===== config.mk =====
export PLATFORM = sky130hd
export DESIGN_NAME = cfa_frame_ctrl
export DESIGN_NICKNAME = d
export VERILOG_FILES = /design/src/rtl/cfa_frame_ctrl.sv
export SDC_FILE = /design/constraint.sdc
export NUM_CORES = 1
export LEC_CHECK = 0
export CAP_MARGIN = 40
export CORE_ASPECT_RATIO = 1.5
export CORE_MARGIN = 1.5
export CORE_UTILIZATION = 40
export DETAILED_ROUTE_END_ITERATION = 16
export MAX_ROUTING_LAYER = met4
export PLACE_DENSITY = 0.59
export SETUP_SLACK_MARGIN = 0.1
export SYNTH_ARGS = -nofsm -noshare
export SYNTH_HDL_FRONTEND = slang
export SYNTH_SLANG_ARGS = --single-unit

===== constraint.sdc =====
create_clock -name clk -period 4.4 [get_ports clk]
set_input_delay 0.88 -clock clk [delete_from_list [all_inputs] [get_ports clk]]
set_output_delay 0.88 -clock clk [all_outputs]
set_load 0.1 [all_outputs]

===== src/rtl/cfa_frame_ctrl.sv =====
`timescale 1ns/1ps
// Purpose: tracks raw sensor timing, emits pixel coordinates, Bayer phase, border flag and geometry error flags.
// Latency: 1 cycle from in_* sample to out_*/px_* (all outputs registered).
// Backpressure: none on the pixel stream; a config request stalls (cfg_ready=0) until committed at a frame start.
module cfa_frame_ctrl #(
    parameter int unsigned source_h      = 1024,
    parameter int unsigned source_v      = 1024,
    parameter logic [1:0]  raw_type_init = 2'd0
) (
    input  logic        clk,
    input  logic        reset,
    input  logic        in_vsync,
    input  logic        in_hsync,
    input  logic        in_den,
    input  logic [1:0]  cfg_raw_type,
    input  logic        cfg_valid,
    output logic        cfg_ready,
    input  logic        err_clr,
    output logic        out_vsync,
    output logic        out_hsync,
    output logic        out_den,
    output logic [11:0] px_x,
    output logic [11:0] px_y,
    output logic [1:0]  px_phase,
    output logic        px_border,
    output logic [1:0]  active_raw_type,
    output logic        frame_active,
    output logic        frame_done,
    output logic [2:0]  err_status
);

    typedef enum logic [1:0] {
        ST_WAIT  = 2'd0,
        ST_IDLE  = 2'd1,
        ST_FRAME = 2'd2,
        ST_DONE  = 2'd3
    } state_t;

    localparam logic [12:0] H_LEN   = 13'(source_h);
    localparam logic [12:0] V_LINES = 13'(source_v);
    localparam logic [11:0] X_LAST  = 12'(source_h - 1);
    localparam logic [11:0] Y_LAST  = 12'(source_v - 1);
    localparam logic [11:0] CNT_MAX = 12'hFFF;
    localparam logic [12:0] LINE_MAX = 13'd4096;

    state_t      state;
    state_t      state_nxt;
    logic        start_frame;
    logic        end_frame;

    logic [11:0] col_cnt;
    logic [12:0] line_cnt;
    logic [12:0] line_cnt_nxt;
    logic [12:0] y_dec;
    logic [11:0] x_nxt;
    logic [11:0] y_nxt;
    logic        pending;
    logic [1:0]  pend_type;
    logic [1:0]  active_nxt;
    logic [1:0]  phase_off;
    logic        cfg_accept;
    logic        pending_nxt;
    logic        in_frame;
    logic        hs_rise;
    logic        hs_fall;
    logic [2:0]  err_set;

    // Previous in_hsync sample is out_hsync, so edges need no extra flop.
    assign in_frame   = (state == ST_FRAME);
    assign hs_rise    = in_hsync & ~out_hsync;
    assign hs_fall    = ~in_hsync & out_hsync;
    assign cfg_accept = cfg_valid & cfg_ready;

    // State register.
    always_ff @(posedge clk) begin
        if (reset) state <= ST_WAIT;
        else       state <= state_nxt;
    end

    // Next-state decode; start/end strobes mark the frame boundary edges.
    always_comb begin
        state_nxt   = state;
        start_frame = 1'b0;
        end_frame   = 1'b0;
        case (state)
            ST_WAIT:  if (!in_vsync) state_nxt = ST_IDLE;
            ST_IDLE:  if (in_vsync) begin
                          state_nxt   = ST_FRAME;
                          start_frame = 1'b1;
                      end
            ST_FRAME: if (!in_vsync) begin
                          state_nxt = ST_DONE;
                          end_frame = 1'b1;
                      end
            ST_DONE:  state_nxt = ST_IDLE;
            default:  state_nxt = ST_WAIT;
        endcase
    end

    // Pixel-attribute next values; the line counter holds "lines started",
    // so y is that count minus one (line 0 starts at count 1).
    always_comb begin
        line_cnt_nxt = line_cnt;
        if (start_frame)
            line_cnt_nxt = 13'd0;
        else if (in_frame && hs_rise && line_cnt != LINE_MAX)
            line_cnt_nxt = line_cnt + 13'd1;

        y_dec = line_cnt_nxt - 13'd1;
        y_nxt = (line_cnt_nxt == 13'd0) ? 12'd0 : y_dec[11:0];
        x_nxt = (in_frame && in_hsync) ? col_cnt : 12'd0;

        active_nxt = (start_frame && pending) ? pend_type : active_raw_type;
        case (active_nxt)
            2'd0:    phase_off = 2'b11;   // BGGR
            2'd1:    phase_off = 2'b00;   // RGGB
            2'd2:    phase_off = 2'b10;   // GBRG
            default: phase_off = 2'b01;   // GRBG
        endcase

        pending_nxt = pending;
        if (cfg_accept)
            pending_nxt = 1'b1;
        else if (start_frame)
            pending_nxt = 1'b0;

        err_set[0] = in_frame & hs_fall & ({1'b0, col_cnt} != H_LEN);
        err_set[1] = end_frame & (line_cnt_nxt != V_LINES);
        err_set[2] = in_frame & in_den & ~in_hsync;
    end

    // Column and line counters; counting is confined to tracked frames.
    always_ff @(posedge clk) begin
        if (reset) begin
            col_cnt  <= 12'd0;
            line_cnt <= 13'd0;
        end else begin
            line_cnt <= line_cnt_nxt;
            if (!in_frame || !in_hsync)
                col_cnt <= 12'd0;
            else if (in_den && col_cnt != CNT_MAX)
                col_cnt <= col_cnt + 12'd1;
        end
    end

    // Config holding register; committed only on the frame-start edge.
    always_ff @(posedge clk) begin
        if (reset) begin
            pending         <= 1'b0;
            pend_type       <= 2'd0;
            cfg_ready       <= 1'b1;
            active_raw_type <= raw_type_init;
        end else begin
            pending         <= pending_nxt;
            cfg_ready       <= ~pending_nxt;
            active_raw_type <= active_nxt;
            if (cfg_accept)
                pend_type <= cfg_raw_type;
        end
    end

    // Registered datapath-facing outputs and sticky errors (a new error beats err_clr).
    always_ff @(posedge clk) begin
        if (reset) begin
            out_vsync    <= 1'b0;
            out_hsync    <= 1'b0;
            out_den      <= 1'b0;
            px_x         <= 12'd0;
            px_y         <= 12'd0;
            px_phase     <= 2'd0;
            px_border    <= 1'b0;
            frame_active <= 1'b0;
            frame_done   <= 1'b0;
            err_status   <= 3'd0;
        end else begin
            out_vsync    <= in_vsync;
            out_hsync    <= in_hsync;
            out_den      <= in_den;
            px_x         <= x_nxt;
            px_y         <= y_nxt;
            px_phase     <= {y_nxt[0], x_nxt[0]} ^ phase_off;
            px_border    <= (x_nxt == 12'd0) | (y_nxt == 12'd0) |
                            (x_nxt == X_LAST) | (y_nxt == Y_LAST);
            frame_active <= (state_nxt == ST_FRAME);
            frame_done   <= (state_nxt == ST_DONE);
            err_status   <= (err_clr ? 3'd0 : err_status) | err_set;
        end
    end

endmodule


After elaboration in Yosys (flattened, before gate mapping)
Cells that the tools add are included.
- register bits after elaboration: 68
- bits in latches: 0
- bits in writable memories: 0
- bits in read-only memories: 0
- output and inout port bits: 38
- logic and storage cells: 80
- memories kept: 0
- $add $sub $neg: 3
- $mul: 0
- div/mod/pow operators: 0
- magnitude comparators: 0
- eq/ne operators: 13
- shifts and indexed selects: 0
- multiplexer cells: 17
- bitwise operators: 16
- reductions and logical operators: 14
- operators with widths (cell ; count):
    two-way mux 13 bit ; 2
    equality test 12 x 10 -> 1 bit (second input constant) ; 2
    logical NOT 12 bit ; 2
    two-way mux 12 bit ; 2
    adder 13 x 1 -> 13 bit (second input constant) ; 1
    logical NOT 13 bit ; 1
    != test 13 x 11 -> 1 bit (second input constant) ; 1
    != test 13 bit (second input constant) ; 1
    adder 12 x 1 -> 12 bit (second input constant) ; 1
    != test 12 x 11 -> 1 bit (second input constant) ; 1
    != test 12 bit (second input constant) ; 1
    subtractor 12 x 1 -> 12 bit (second input constant) ; 1
    equality test 2 bit (second input constant) ; 5
    bitwise AND 1 bit ; 8
    two-way mux 2 bit ; 4
    one-hot mux 2 bit (4 select lines) ; 1
    two-way mux 1 bit ; 6
    one-hot mux 2 bit (3 select lines) ; 1
    logical AND 1 bit ; 5
    equality test 2 x 1 -> 1 bit (second input constant) ; 2
    logical NOT 2 bit ; 2
    two-way mux 3 bit ; 1
    inverter 1 bit ; 3
    OR 1 bit ; 3
    5 further kinds ; 6

Logic depth before layout (Yosys ltp)
Gate-level depths: netlist (run 1).
- word-level depth: 12
- mapped depth: 15

Worst setup path before layout (run 1)
No wires, ideal clock.
- kind: input port to flip-flop
- start: in in_hsync
- end: reg px_border
- arrival: 3.619 ns
- required time: 4.316 ns
- slack: 0.697 ns
- cell stages on the path: 12
- buffers on the path: 1
- path through: nand3b_1 or3_4 a31oi_2 ha_1 and2_0 clkbuf_1 nand2_1 xnor2_1 or4_4 a2111oi_4 mux2i_1 o31ai_2
- word-level cells in the longest chain between the ends: 11
- elaborated cells between the ends (all ways): 17
- those cells by class: 1 x add/sub; 2 x eq/ne; 4 x mux; 4 x bitwise; 6 x reduce/logical
- RTL lines (what ; RTL line ; text):
    start, declared ; 13 ; input logic in_hsync,
    bitwise AND 1 bit ; 70 ; assign hs_rise = in_hsync & ~out_hsync;
    logical AND 1 bit (2 in series) ; 106 ; else if (in_frame && hs_rise && line_cnt != LINE_MAX)
    two-way mux 13 bit ; 106 ;
    two-way mux 13 bit ; 104 ; if (start_frame)
    subtractor 12 x 1 -> 12 bit / logical NOT 13 bit (equally long branches) ; 109, 110 ;
    two-way mux 12 bit ; 110 ; y_nxt = (line_cnt_nxt == 13'd0) ? 12'd0 : y_dec[11:0];
    logical NOT 12 bit ; 182 ; px_border <= (x_nxt == 12'd0) | (y_nxt == 12'd0) |
    OR 1 bit (2 in series) ; 182 ;
    OR 1 bit * ; 183 ; (x_nxt == X_LAST) | (y_nxt == Y_LAST);
    end signal, assigned ; 182 ;
    end, declared ; 25 ; output logic px_border,
Mark *: on every way between the ends. The rest lies on a longest branch, timed or not.
A chain may end at the register's enable or synchronous reset.

Worst setup path in the final report (run 1)
Ends and elaborated chain as after synthesis.

==> impl_metrics.csv, run 1 <==
group,metric,value,unit
outcome,status,"completed",
placement,post_dp_cell_area,4290,µm²
route,vias,2813,
power,p_per_area,316,nW/µm²
clock_tree,cts.repair.resized,0,
critical_path,slowest_delay,540,ps
timing,rsz0062_at_grt,"false",
clock_tree,cts_root_buf,"clkbuf_16",
power,irDropWorstVdd,0.000226,V
grt,grt-ovfl-total,0,
synthesis,syn_nets,371,
grt,globalRouteTotalUtil,0.210,
timing,worst_pin_slew,458,ps
die,start_util,0.410,
timing,final_max_slew_viol_count,0,
critical_path,worst_setup_path_end_kind,"flip-flop",
cells_and_area,num_antenna_cells,0,
synthesis,synth_edf_count,0,
run,drv_cap,0,
grt,met1_usage,0.234,
timing,period_needed,3950,ps
route,antenna_left,0,
synthesis,avgSynthCellArea,8.68,µm²
power,comb_power_share,0.109,
critical_path,worst_ep_required_time,4640,ps
cells_and_area,areaGrowthSynthToFinish,47.2,%
timing,post-route-period-util,0.898,
synthesis,ys.flop_type,"dfxtp_1",
cells_and_area,final_nets,462,
clock_tree,clock_path_buffers,2,
cells_and_area,layout-drive-gt1-share,0.174,
grt,grt_pass1_vias,2726,
power,p_leak,0.00178,µW
clock_tree,clkLatencyLatePin,330,ps
critical_path,critical_path.slowest_cell,"or3b_1",
cells_and_area,final_area,4560,µm²
synthesis,synthesis.instances,357,
critical_path,worstPathArrival,4190,ps
synthesis,yosys_warnings,0,
synthesis,ys_ff_latch,68,
clock_tree,cts_sinks,68,
critical_path,cp_cell_sequence,"clkdlybuf4s50_1, or3b_1, nor2_1, and3_1, xor2_1, a21oi_2, a311o_1, or4_4, a2111oi_4, mux2i_1, o31ai_2",
placement,io_buffers,46,
synthesis,yosysTopAreaCell,"dfxtp_1",
route,vias_per_cell,5.07,
grt,grt_pass1_wl,12.9,mm
synthesis,synth.area.top_cells,"dfxtp_1, nor2_1, xnor2_1",
die,die_w,74.9,µm
route,first_pass_iters,5,
clock_tree,postCtsSetupBuffers,0,
route,drt-total-wl,7.82,mm
timing,setup_viol,0,
clock_tree,cts_made_buffers,9,
die,rows,39,
die,die_area,8300,µm²
critical_path,path_max_fanout,11,
timing,timing.hold.ws,453,ps
placement,place_hpwl,6.04,mm
power,pwr-share-seq,0.439,
cells_and_area,num-fill-cells,644,
cells_and_area,utilization,0.603,
critical_path,critPathKind,"in -> reg",
timing,hold_viol_final,0,
grt,grt_max_degree,20,
clock_tree,path_clk_slew,50,ps
synthesis,yosys.area.top_type_share,0.439,
synthesis,async_reset_ff_frac,0,
route,first_iter_violations,151,
power,clockPowerShare,0.452,
power,power.switching,362,µW
die,dieHeight,111,µm
synthesis,synth_seq_area_share,0.439,
power,swShare,0.251,
timing,tns,0,ps
power,p_int,1080,µW
timing,relSlewSlack,0.693,
grt,grtUsageMet3,0.0409,
timing,skew,7.35,ps
grt,busiest_layer,"met2",
clock_tree,cts-hold-fix-buffers,0,
timing,fmax,253,MHz
route,wl_per_cell,14.1,µm
route,drc,0,
placement,place.gp.congestion,0.848,
die,core_area,7560,µm²
worst_hold_path,hp-class,"reg -> reg",
die,io_pins,47,
grt,met2_usage,0.350,
clock_tree,cts_tree,"yes",
synthesis,yosysUniqueCellTypes,62,
critical_path,critical_path.startpoint_type,"primary input",
clock_tree,htreeDepth,3,
power,p_total,1440,µW
synthesis,synthesis.area,3100,µm²
grt,antenna_found_initial,0,
==> final cells by class <==
type | instances | area (µm²) | share of cell area
Multi-Input combinational cell | 266 | 1640 | 0.359
Sequential cell | 68 | 1360 | 0.298
Timing Repair Buffer | 94 | 1130 | 0.248
Clock buffer | 12 | 246 | 0.0540
Tap cell | 102 | 128 | 0.0280
Inverter | 9 | 33.8 | 0.00740
Clock inverter | 4 | 25.0 | 0.00548
==> metal layers <==
metal  part of all wire  routed length, µm  up-vias
met5                  0                  0        -
met4              0.025                192        0
met3              0.023                176       15
met2               0.54               4250       53
met1               0.41               3200     1324
li1                   -                  -     1421
==> worst paths after layout <==
path | from | to | slack, ps | cells past startpoint
setup / recovery | in_hsync | px_border$_SDFF_PP0_ | 450 | 11
hold / removal | pend_type[0]$_SDFFE_PP0P_ | pend_type[0]$_SDFFE_PP0P_ | 450 | 2
setup reg to reg | line_cnt[0]$_SDFF_PP0_ | px_border$_SDFF_PP0_ | 750 | 14
hold reg to reg | pend_type[0]$_SDFFE_PP0P_ | pend_type[0]$_SDFFE_PP0P_ | 450 | 2
==> per-stage QoR <==
stage | worst slack, ps | instances
2_1_floorplan | 697 | 357
3_3_place_gp | 210 | 501
3_5_place_dp | 109 | 539
4_1_cts | 457 | 555
5_1_grt | 316 | 555
6_report | 448 | 555
==> logic make-up (layout without fill, tap and decap cells) <==
| family | count (synthesis) | count (layout) | share of synthesized area |
|---|---|---|---|
| buffers and inverters | 23 | 119 | 0.0323 |
| AOI/OAI and AO/OA | 49 | 49 | 0.113 |
| adders and majority gates | 5 | 5 | 0.0202 |
| muxes | 7 | 7 | 0.0275 |
| and+or+nand+nor | 180 | 180 | 0.297 |
| xor gates and xnor gates | 25 | 25 | 0.0706 |
| DFF | 68 | 68 | 0.439 |
==> synthesized netlist by cell type (2+ instances only) <==
library cell	count
and3_1	7
o21ai_0	8
nor2b_1	6
ha_1	5
nand2b_1	5
nor2_1	57
nor3_1	16
o21a_1	2
a21oi_1	17
mux2_2	2
nand3_1	10
nand4_1	8
inv_1	9
mux2i_1	4
xor2_1	11
dfxtp_1	68
xnor2_1	14
nor4_1	6
or3_1	6
buf_2	2
a21boi_0	2
clkbuf_1	9
buf_4	3
and2_1	12
nand2_1	31
==> power by group through the flow <==
stage	Combinational (µW)	Clock, µW	Sequential [µW]
final	157	652	634
after global routing	165	698	635
after CTS	158	669	634
after detailed placement	157	0	647
after global placement	132	0	646
after floorplan	41.9	0	700
==> state kept, by name, summed over array words and instances, names as in the netlist <==
register	cells
active_raw_type	2
cfg_ready	1
col_cnt	12
err_status	3
frame_active	1
frame_done	1
line_cnt	13
out_den	1
out_hsync	1
out_vsync	1
pend_type	2
pending	1
px_border	1
px_phase	2
px_x	12
px_y	12
state	2
==> critical path: cells and delay by family <==
kind / cells / cell delay (ps)
multiplexers: 1 / 120
buffers and inverters: 1 / 510
AO/OA/AOI/OAI: 4 / 970
XOR/XNOR: 1 / 240
AND/OR/NAND/NOR: 4 / 1470
==> cells in the final DEF (no fill, tap or decap), types with 4 or more instances in the layout <==
cell type / netlist / final
xnor2_1: 14 / 14
nand2b_1: 5 / 5
nor3_1: 16 / 16
buf_4: 3 / 10
nand4_1: 8 / 8
dfxtp_1: 68 / 68
nand2_1: 31 / 31
and3_1: 7 / 7
nor2_1: 57 / 57
or3_1: 6 / 6
buf_8: 0 / 36
and2_1: 12 / 12
ha_1: 5 / 5
xor2_1: 11 / 11
o21ai_0: 8 / 8
mux2i_1: 4 / 4
nor2b_1: 6 / 6
clkbuf_16: 0 / 9
clkdlybuf4s50_1: 0 / 46
a21oi_1: 17 / 17
nor4_1: 6 / 6
nand3_1: 10 / 10
inv_1: 9 / 9
No activity file was read; power rests on OpenSTA's default activity.
==> run 2: changes to the inputs <==
Clock period 4.4 ns to 3.7 ns, I/O delays scaled along.
==> impl_metrics.csv, run 2 (synthesis results as in run 1) <==
group,metric,value,unit
cells_and_area,num_antenna_cells,0,
timing,skew,5.37,ps
grt,grtUsageMet3,0.0518,
power,pwr-share-seq,0.411,
die,start_util,0.410,
critical_path,critPathKind,"reg -> reg",
die,die_w,74.9,µm
grt,globalRouteTotalUtil,0.232,
grt,grt_max_degree,37,
critical_path,crit_buf_inv,2,
clock_tree,cts_tree,"yes",
power,swShare,0.246,
outcome,status,"completed",
grt,met2_usage,0.381,
cells_and_area,layout_commonest_cell,"dfxtp_1",
run,drv_cap,0,
timing,post-route-period-util,0.935,
power,p_total,1830,µW
grt,grt_pass1_wl,14.3,mm
cells_and_area,layout_common_cells,"dfxtp_1, nor2_1, clkdlybuf4s50_1",
cells_and_area,top_register,"line_cnt",
placement,dp_cells,569,
timing,setup_viol,0,
placement,io_buffers,46,
timing,timing.final.ws_setup,242,ps
power,p_per_area,376,nW/µm²
route,antenna_left,0,
critical_path,cp_cell_sequence,"inv_1, ha_2, nor2b_2, and4_4, or3_4, mux2i_4, buf_6, and2_1, a311o_1, or4_4, a2111oi_4, mux2i_1, o31ai_2",
clock_tree,cts_sinks,68,
power,clockPowerShare,0.479,
power,p_int,1380,µW
critical_path,slowest_delay,510,ps
die,dieHeight,111,µm
power,p_leak,0.00196,µW
cells_and_area,largest_register_ffs,13,
route,drt-total-wl,8.42,mm
die,io_pins,47,
critical_path,worst_setup_path_end_kind,"flip-flop",
timing,worst_pin_slew,480,ps
clock_tree,clkLatencyLatePin,340,ps
die,die_area,8300,µm²
cells_and_area,layout-drive-gt1-share,0.260,
critical_path,critical_path.slowest_cell,"or4_4",
timing,relSlewSlack,0.679,
timing,final_max_slew_viol_count,0,
power,comb_power_share,0.110,
route,first_iter_violations,162,
grt,grt_pass1_vias,3151,
grt,antenna_found_initial,0,
clock_tree,cts_made_buffers,9,
clock_tree,htreeDepth,3,
cells_and_area,areaGrowthSynthToFinish,57.2,%
timing,period_needed,3460,ps
power,power.switching,452,µW
grt,grt-ovfl-total,0,
route,first_pass_iters,4,
timing,fmax,289,MHz
route,vias,2944,
placement,place_hpwl,6.20,mm
route,wl_per_cell,14.4,µm
critical_path,worstPathArrival,3710,ps
timing,rsz0062_at_grt,"false",
timing,hold_viol_final,0,
critical_path,worst_ep_required_time,3960,ps
clock_tree,clock_path_buffers,2,
worst_hold_path,hp-class,"reg -> reg",
route,drc,0,
die,rows,39,
cells_and_area,final_nets,493,
clock_tree,cts-hold-fix-buffers,0,
route,vias_per_cell,5.02,
critical_path,critical_path.top_delay_family,"simple AND/OR/NAND/NOR gates",
clock_tree,cts_root_buf,"clkbuf_16",
critical_path,critical_path.startpoint_type,"flip-flop",
placement,place.gp.congestion,0.868,
grt,met1_usage,0.250,
cells_and_area,fin_cells,586,
critical_path,path_max_fanout,8,
power,irDropWorstVdd,0.000348,V
die,core_area,7560,µm²
grt,busiest_layer,"met2",
placement,post-place-ws,-267,ps
clock_tree,path_clk_slew,60,ps
cells_and_area,utilization,0.644,
-- run 2: cell count changes in the layout (fill, tap and decap cells not counted), sizes merged --
cell and delta:
bufinv +1, buf +31, dlymetal6s2s +1, clkdlybuf4s50 -1
clkinvlp -1
-- run 2: worst paths after layout --
kind                          endpoint  slack (ps)                       from  cells after the start
max               px_border$_SDFF_PP0_         240     line_cnt[0]$_SDFF_PP0_                     13
min          pend_type[1]$_SDFFE_PP0P_         450  pend_type[1]$_SDFFE_PP0P_                      2
max reg2reg       px_border$_SDFF_PP0_         240     line_cnt[0]$_SDFF_PP0_                     13
min reg2reg  pend_type[1]$_SDFFE_PP0P_         450  pend_type[1]$_SDFFE_PP0P_                      2
-- run 2: area by class of cell --
| type | instances | area, µm² |
|---|---|---|
| clock buffer | 12 | 256 |
| clock inverter | 4 | 47.5 |
| fill | 630 | 2690 |
| inverter | 9 | 33.8 |
| multi-input combinational | 266 | 1680 |
| sequential | 68 | 1370 |
| tap | 102 | 128 |
| timing repair buffer | 125 | 1360 |
-- run 2: power groups by stage --
stage	registers [µW]	clock network, µW	logic [µW]
CTS	753	890	200
global route	755	927	212
finish	753	879	202
floorplan	833	0	49.8
detailed placement	769	0	199
global placement	769	0	167
-- run 2: metrics by stage --
stage	hold slack, ps	instance area [µm²]	TNS (ps)
finish	455	4870	0
detailed placement	451	4510	-329
floorplan	436	3100	0
global route	487	4870	0
global placement	444	3920	-265
CTS	457	4810	0
-- run 2: tightest hold or removal path: stages (launching register included) --
cell     delay, ps
dfxtp_1        300
nand2_1         50
a21oi_1         50
-- run 2: per-layer routing --
| layer | up-vias | routed length, µm |
|---|---|---|
| li1 | 1477 | - |
| met2 | 73 | 4490 |
| met5 | - | 0 |
| met3 | 22 | 272 |
| met1 | 1372 | 3360 |
| met4 | 0 | 295 |
-- run 2: timing repair --
action,in CTS,in global routing
gates resized for setup,3,14
setup buffers,0,1
pin swaps,0,3
setup endpoints to repair,1,1
==> run 3: changes to the inputs <==
Settings changed: CTS_CLUSTER_SIZE set to 14.
==> results of run 3 <==
Final layout, timing and power as in run 2 (identical DEF).
